## config.mk

```make
export PLATFORM = sky130hd
export DESIGN_NAME = rr_arbiter16_flat
export DESIGN_NICKNAME = d
export VERILOG_FILES = /design/src/rtl/rr_arbiter16_if.sv /design/src/rtl/rr_arbiter16.sv /design/src/flat_wrapper.sv
export SDC_FILE = /design/constraint.sdc
export NUM_CORES = 1
export LEC_CHECK = 0
export ABC_CLOCK_PERIOD_IN_PS = 8400
export CAP_MARGIN = 30
export CORE_UTILIZATION = 40
export DETAILED_ROUTE_END_ITERATION = 16
export DONT_BUFFER_PORTS = 1
export RECOVER_POWER = 25
export SYNTH_ARGS = -nofsm -noshare
export SYNTH_HDL_FRONTEND = slang
export SYNTH_SLANG_ARGS = --single-unit
```

## constraint.sdc

```tcl
create_clock -name clk_i -period 8.4 [get_ports clk_i]
set_input_delay 0.84 -clock clk_i [delete_from_list [all_inputs] [get_ports clk_i]]
set_output_delay 0.84 -clock clk_i [all_outputs]
set_load 0.01 [all_outputs]
```

## src/rtl/rr_arbiter16_if.sv

```systemverilog
// Request/grant bundle between the requesting agents and the round-robin arbiter.
// Latency: none, plain wires; timing is set by the arbiter itself.
// Backpressure: the owner releases with done_i or by dropping its request bit.
interface rr_arbiter16_if;
  logic [15:0] req_i;
  logic        done_i;
  logic [15:0] gnt_o;
  logic [3:0]  gnt_id_o;
  logic        gnt_valid_o;
  logic        timeout_o;

  // Arbiter side: consumes requests, produces registered grants.
  modport slave (
    input  req_i,
    input  done_i,
    output gnt_o,
    output gnt_id_o,
    output gnt_valid_o,
    output timeout_o
  );

  // Requester side: drives requests and release, observes grants.
  modport master (
    output req_i,
    output done_i,
    input  gnt_o,
    input  gnt_id_o,
    input  gnt_valid_o,
    input  timeout_o
  );
endinterface

```

## src/rtl/rr_arbiter16.sv

```systemverilog
// Round-robin arbiter sharing one resource among 16 requesters, with hold watchdog.
// Latency: grant registered 1 edge after an IDLE cycle; min 2 edges between grants.
// Backpressure: owner holds until done_i, request drop, or MAX_HOLD cycles elapse.
module rr_arbiter16 #(
  parameter int MAX_HOLD = 16  // legal range 1..256
) (
  input  logic          clk_i,
  input  logic          rst_n_i,
  rr_arbiter16_if.slave arb
);

  localparam int N     = 16;
  localparam int IDX_W = 4;
  // Last hold_cnt value of a grant; reaching it forces release at the next edge.
  localparam logic [7:0] HOLD_LAST = 8'(MAX_HOLD - 1);

  typedef enum logic {
    IDLE = 1'b0,
    BUSY = 1'b1
  } state_t;

  state_t           r_state;
  logic [IDX_W-1:0] r_ptr;
  logic [7:0]       r_hold_cnt;
  logic [N-1:0]     r_gnt;
  logic [IDX_W-1:0] r_gnt_id;
  logic             r_gnt_vld;
  logic             r_timeout;

  state_t           w_state_nxt;
  logic [IDX_W-1:0] w_ptr_nxt;
  logic [7:0]       w_hold_nxt;
  logic [N-1:0]     w_gnt_nxt;
  logic [IDX_W-1:0] w_gnt_id_nxt;
  logic             w_gnt_vld_nxt;
  logic             w_timeout_nxt;

  logic [2*N-1:0]   w_req_dbl;
  logic [N-1:0]     w_req_rot;
  logic [IDX_W-1:0] w_win_off;
  logic             w_win_vld;
  logic [IDX_W-1:0] w_win_id;

  logic             w_rel_done;
  logic             w_rel_drop;
  logic             w_rel_wd;
  logic             w_rel_any;

  // Rotate the request vector so bit 0 is the requester at ptr; the lowest set
  // bit of the rotated vector is then the first requester at or above ptr.
  assign w_req_dbl = {arb.req_i, arb.req_i};
  assign w_req_rot = w_req_dbl[r_ptr +: N];

  // Priority-encode the rotated requests (lowest index wins), then undo the rotation.
  always_comb begin
    w_win_off = '0;
    w_win_vld = 1'b0;
    for (int j = N - 1; j >= 0; j--) begin
      if (w_req_rot[j]) begin
        w_win_off = IDX_W'(j);
        w_win_vld = 1'b1;
      end
    end
  end

  // Modulo-16 add comes for free from the 4-bit wrap.
  assign w_win_id = r_ptr + w_win_off;

  // Release causes for the current owner; the watchdog alone yields a timeout.
  assign w_rel_done = arb.done_i;
  assign w_rel_drop = ~arb.req_i[r_gnt_id];
  assign w_rel_wd   = (r_hold_cnt == HOLD_LAST);
  assign w_rel_any  = w_rel_done | w_rel_drop | w_rel_wd;

  // Next-state and next-output decode for the IDLE/BUSY grant FSM.
  always_comb begin
    w_state_nxt   = r_state;
    w_ptr_nxt     = r_ptr;
    w_hold_nxt    = r_hold_cnt;
    w_gnt_nxt     = r_gnt;
    w_gnt_id_nxt  = r_gnt_id;
    w_gnt_vld_nxt = r_gnt_vld;
    w_timeout_nxt = 1'b0;

    unique case (r_state)
      IDLE: begin
        if (w_win_vld) begin
          w_state_nxt   = BUSY;
          w_ptr_nxt     = w_win_id + IDX_W'(1);
          w_hold_nxt    = 8'd0;
          w_gnt_nxt     = N'(1) << w_win_id;
          w_gnt_id_nxt  = w_win_id;
          w_gnt_vld_nxt = 1'b1;
        end else begin
          w_gnt_nxt     = '0;
          w_gnt_id_nxt  = '0;
          w_gnt_vld_nxt = 1'b0;
        end
      end

      BUSY: begin
        w_hold_nxt = r_hold_cnt + 8'd1;
        if (w_rel_any) begin
          // Grant drops for at least one IDLE cycle; ptr only moves on a new grant.
          w_state_nxt   = IDLE;
          w_hold_nxt    = 8'd0;
          w_gnt_nxt     = '0;
          w_gnt_id_nxt  = '0;
          w_gnt_vld_nxt = 1'b0;
          w_timeout_nxt = w_rel_wd & ~w_rel_done & ~w_rel_drop;
        end
      end

      default: begin
        w_state_nxt   = IDLE;
        w_hold_nxt    = 8'd0;
        w_gnt_nxt     = '0;
        w_gnt_id_nxt  = '0;
        w_gnt_vld_nxt = 1'b0;
      end
    endcase
  end

  // State and registered outputs; reset clears the grant without a clock edge.
  always_ff @(posedge clk_i or negedge rst_n_i) begin
    if (!rst_n_i) begin
      r_state    <= IDLE;
      r_ptr      <= '0;
      r_hold_cnt <= 8'd0;
      r_gnt      <= '0;
      r_gnt_id   <= '0;
      r_gnt_vld  <= 1'b0;
      r_timeout  <= 1'b0;
    end else begin
      r_state    <= w_state_nxt;
      r_ptr      <= w_ptr_nxt;
      r_hold_cnt <= w_hold_nxt;
      r_gnt      <= w_gnt_nxt;
      r_gnt_id   <= w_gnt_id_nxt;
      r_gnt_vld  <= w_gnt_vld_nxt;
      r_timeout  <= w_timeout_nxt;
    end
  end

  assign arb.gnt_o       = r_gnt;
  assign arb.gnt_id_o    = r_gnt_id;
  assign arb.gnt_valid_o = r_gnt_vld;
  assign arb.timeout_o   = r_timeout;

endmodule

```

## src/flat_wrapper.sv

```systemverilog
// flat-port wrapper written by rule: the top's interface ports become plain ports
module rr_arbiter16_flat 
#(
  parameter int MAX_HOLD = 16                       
)
  (clk_i, rst_n_i, arb_req_i, arb_done_i, arb_gnt_o, arb_gnt_id_o, arb_gnt_valid_o, arb_timeout_o);
  rr_arbiter16_if arb_i ();
  input  logic clk_i;
  input  logic rst_n_i;
  input wire logic [$bits(arb_i.req_i)-1:0] arb_req_i;
  input wire logic [$bits(arb_i.done_i)-1:0] arb_done_i;
  output wire logic [$bits(arb_i.gnt_o)-1:0] arb_gnt_o;
  output wire logic [$bits(arb_i.gnt_id_o)-1:0] arb_gnt_id_o;
  output wire logic [$bits(arb_i.gnt_valid_o)-1:0] arb_gnt_valid_o;
  output wire logic [$bits(arb_i.timeout_o)-1:0] arb_timeout_o;
  assign arb_i.req_i = arb_req_i;
  assign arb_i.done_i = arb_done_i;
  assign arb_gnt_o = arb_i.gnt_o;
  assign arb_gnt_id_o = arb_i.gnt_id_o;
  assign arb_gnt_valid_o = arb_i.gnt_valid_o;
  assign arb_timeout_o = arb_i.timeout_o;
  rr_arbiter16 #(.MAX_HOLD(MAX_HOLD)) u_core (.clk_i(clk_i), .rst_n_i(rst_n_i), .arb(arb_i));
endmodule
```

==> flow_summary.toml <==
[sta]
period_minus_slack_ns = 4.33
tns_ns = 0
hold_ws_ns = 0.228
tightest_slew_ns = 0.748
drv_slew = 0
setup_viol_count_final = 0
clock_skew_ns = 0.0107
fmax_ghz = 0.231
slew_headroom_pct = 50.1
fin_crit_sh_pct = 51.6
rsz0062_at_grt = "no"
hold_viol = 0

[synthesis]
synth_compound_area_share_pct = 17.9
synth-edff-count = 0
postSynthAreaPerCell_um2 = 10.6
synth_mux_area_share_pct = 28.6
post-synth-top-area-cell = "dfrtp_1"
synthArstFlopShare_pct = 100
synth_area_leaders = "dfrtp_1 (29%), mux4_2 (16%), mux2i_1 (6.2%), nand2_1 (4.2%), ha_1 (3.7%)"
synth_top_family_by_area = "multiplexers"
syn_area_um2 = 3050
synthFlopType = "dfrtp_1"
seq_area_frac_synth_pct = 28.7
syn_nets = 317
synth_cell_types = 61
synthSimpleGateAreaFrac_pct = 14.8
yosys_warnings = 0
synth_top_cell_area_share_pct = 28.7
synth_xor_area_share_pct = 1.40
netlist_instances = 288
synth_fa_ha_area_share_pct = 4.35
ys_seq_elements = 35

[floorplanning]
row_count = 31
coreArea_um2 = 7290
ios = 41
die_area_um2 = 7970
die_h_um = 89.3
die_w_um = 89.3
initial_core_util_pct = 41.8

[critical_path]
r2r_slack_ns = 4.07
rr_worst_depth = 13
cp.required_ns = 8.58
r2r_start = "u_core.r_ptr[1]$_DFFE_PN0P_"
crit_slowest_cell = "mux4_2"
crit_type = "reg -> reg"
crit_top_cell = "ha_1"
critical_path.endpoint_type = "flip-flop"
critPathMaxFanout = 26
start_kind = "flip-flop"
cpPeakStageDelay_ns = 0.59
cp_cell_sequence = "buf_4, mux4_2, mux2_2, nand2b_1, a2111oi_0, a41oi_1, a311o_1, o221ai_1, ha_1, fa_1, ha_1, ha_1, mux2_1"
crit_start = "u_core.r_ptr[1]$_DFFE_PN0P_"
arrival_ns = 4.51

[final_layout]
mostFrequentLayoutCell = "dfrtp_1"
multi_input_area_um2 = 2050
fin_cells = 383
postLayoutCellArea_um2 = 3260
area_growth_pct = 6.98
fillers = 723
nNetsFinal = 312
antennaDiodeCount = 0
register_area_um2 = 876
most-common-layout-cells = "dfrtp_1 (35), nand2_1 (34), o21ai_1 (22)"
drive_gt1_share_pct = 22.2

[worst_hold_path]
hp-class = "in -> async"

[placed_design]
placed_cell_area_um2 = 3140
io_buffers = 0
hpwl_mm = 5.31
post-place-cells = 375
routabilityCongestion = 0.842

[clock_network]
cts_tree = "done"
htree_levels = 2
numCtsBuffers = 5
cts_resized = 0
clock-sinks = 35
hold_buffers = 0
clock_latency_ns = 0.30
root_buffer = "clkbuf_8"
clk_pin_slew_worst_paths_ns = 0.08
cts_setup_buffers = 0
clk_path_buf_depth = 2

[routing]
wl_per_cell_um = 18.2
postRouteAntennaNets = 0
drt-initial-drc-count = 104
drt-pass1-iter-count = 4
vias_per_cell = 5.93
drt_wl_total_mm = 6.98
drc = 0
dr_total_vias = 2272

[flow_run]
maxCapViolCount = 0

[grt]
grt_pass1_wl_mm = 11.4
grt_overflow = 0
grt_pass1_vias = 2250
grt_usage_pct = 19.1
antenna_found_initial = 0
grt_max_degree = 36

[power]
power_density_nw_per_um2 = 499
power.leakage_nw = 1.32
power_mw = 1.63
ir_drop_uv = 189

[run_status]
outcome = "complete, no violations"
==> layout make-up <==
cell class	instances	area share, %
Sequential cell	35	26.9
Timing Repair Buffer	4	1.77
Multi-Input combinational cell	226	62.7
Tap cell	99	3.80
Clock buffer	5	2.11
Clock inverter	3	1.46
Inverter	11	1.27
==> stage by stage <==
step,util (%),setup slack (ns)
after floorplan,-,4.29
after global placement,42.5,3.79
after detailed placement,43.1,4.08
after CTS,44.7,4.07
after global routing,44.7,3.68
final,44.7,4.07
==> worst paths after layout <==
| check | endpoint |
|---|---|
| max in group asynchronous | u_core.arb.gnt_o[8]$_DFFE_PN0P_ |
| min in group clk_i | u_core.r_hold_cnt[0]$_DFFE_PN0P_ |
| setup / recovery | u_core.r_ptr[2]$_DFFE_PN0P_ |
| hold / removal | u_core.arb.timeout_o$_DFF_PN0_ |
| setup reg to reg | u_core.r_ptr[2]$_DFFE_PN0P_ |
| hold reg to reg | u_core.r_hold_cnt[0]$_DFFE_PN0P_ |
==> state kept, by name, indices dropped and copies added (netlist names) <==
| name | cells |
|---|---|
| u_core.arb.timeout_o | 1 |
| u_core.r_hold_cnt | 8 |
| u_core.arb.gnt_o | 16 |
| u_core.arb.gnt_valid_o | 1 |
| u_core.r_state | 1 |
| u_core.arb.gnt_id_o | 4 |
| u_core.r_ptr | 4 |
==> synthesized netlist by cell type (3+ instances only) <==
| library cell | instances |
|---|---|
| a41oi_1 | 3 |
| mux2_1 | 4 |
| mux2i_1 | 19 |
| o21ai_1 | 22 |
| a21oi_1 | 10 |
| mux4_2 | 21 |
| dfrtp_1 | 35 |
| nand2b_1 | 9 |
| o21ai_0 | 5 |
| a21o_1 | 3 |
| nand2_1 | 34 |
| nor2_1 | 5 |
| or3_1 | 3 |
| and3_1 | 6 |
| inv_1 | 9 |
| clkbuf_1 | 7 |
| ha_1 | 9 |
| nor2b_1 | 4 |
| a22o_1 | 3 |
| mux2_2 | 8 |
| nand3b_1 | 4 |
| buf_2 | 5 |
| buf_6 | 3 |
| nand3_1 | 10 |
==> per-layer routing <==
metal	vias to the layer above	wire length (um)	GRT usage (%)
li1	1083	-	-
met1	1109	3070	23.7
met2	69	3320	32.1
met3	11	462	4.62
met4	0	129	7.36
met5	-	0	0
==> report_power, final <==
group          switching, mW  internal, mW
sequential            0.0821         0.224
clock                 0.0680        0.0899
combinational          0.643         0.520
==> critical path: cells and delay by family (launching register included) <==
kind                       cells  cell delay [ns]
AOI/OAI and AO/OA              4             0.92
adders and majority gates      4             1.20
buffers and inverters          1             0.36
DFF                            1             0.34
muxes                          3             1.20
and+or+nand+nor                1             0.15
==> cell families (layout without fill, tap and decap cells) <==
| kind of cell | count (synthesis) | after routing |
|---|---|---|
| AND/OR/NAND/NOR | 84 | 84 |
| adder cells (fa/ha/maj) | 10 | 10 |
| multiplexers | 56 | 56 |
| AO/OA/AOI/OAI | 72 | 72 |
| flip-flops | 35 | 35 |
| XOR/XNOR | 4 | 4 |
| buffers and inverters | 27 | 23 |
(Power assumes the default switching activity.)
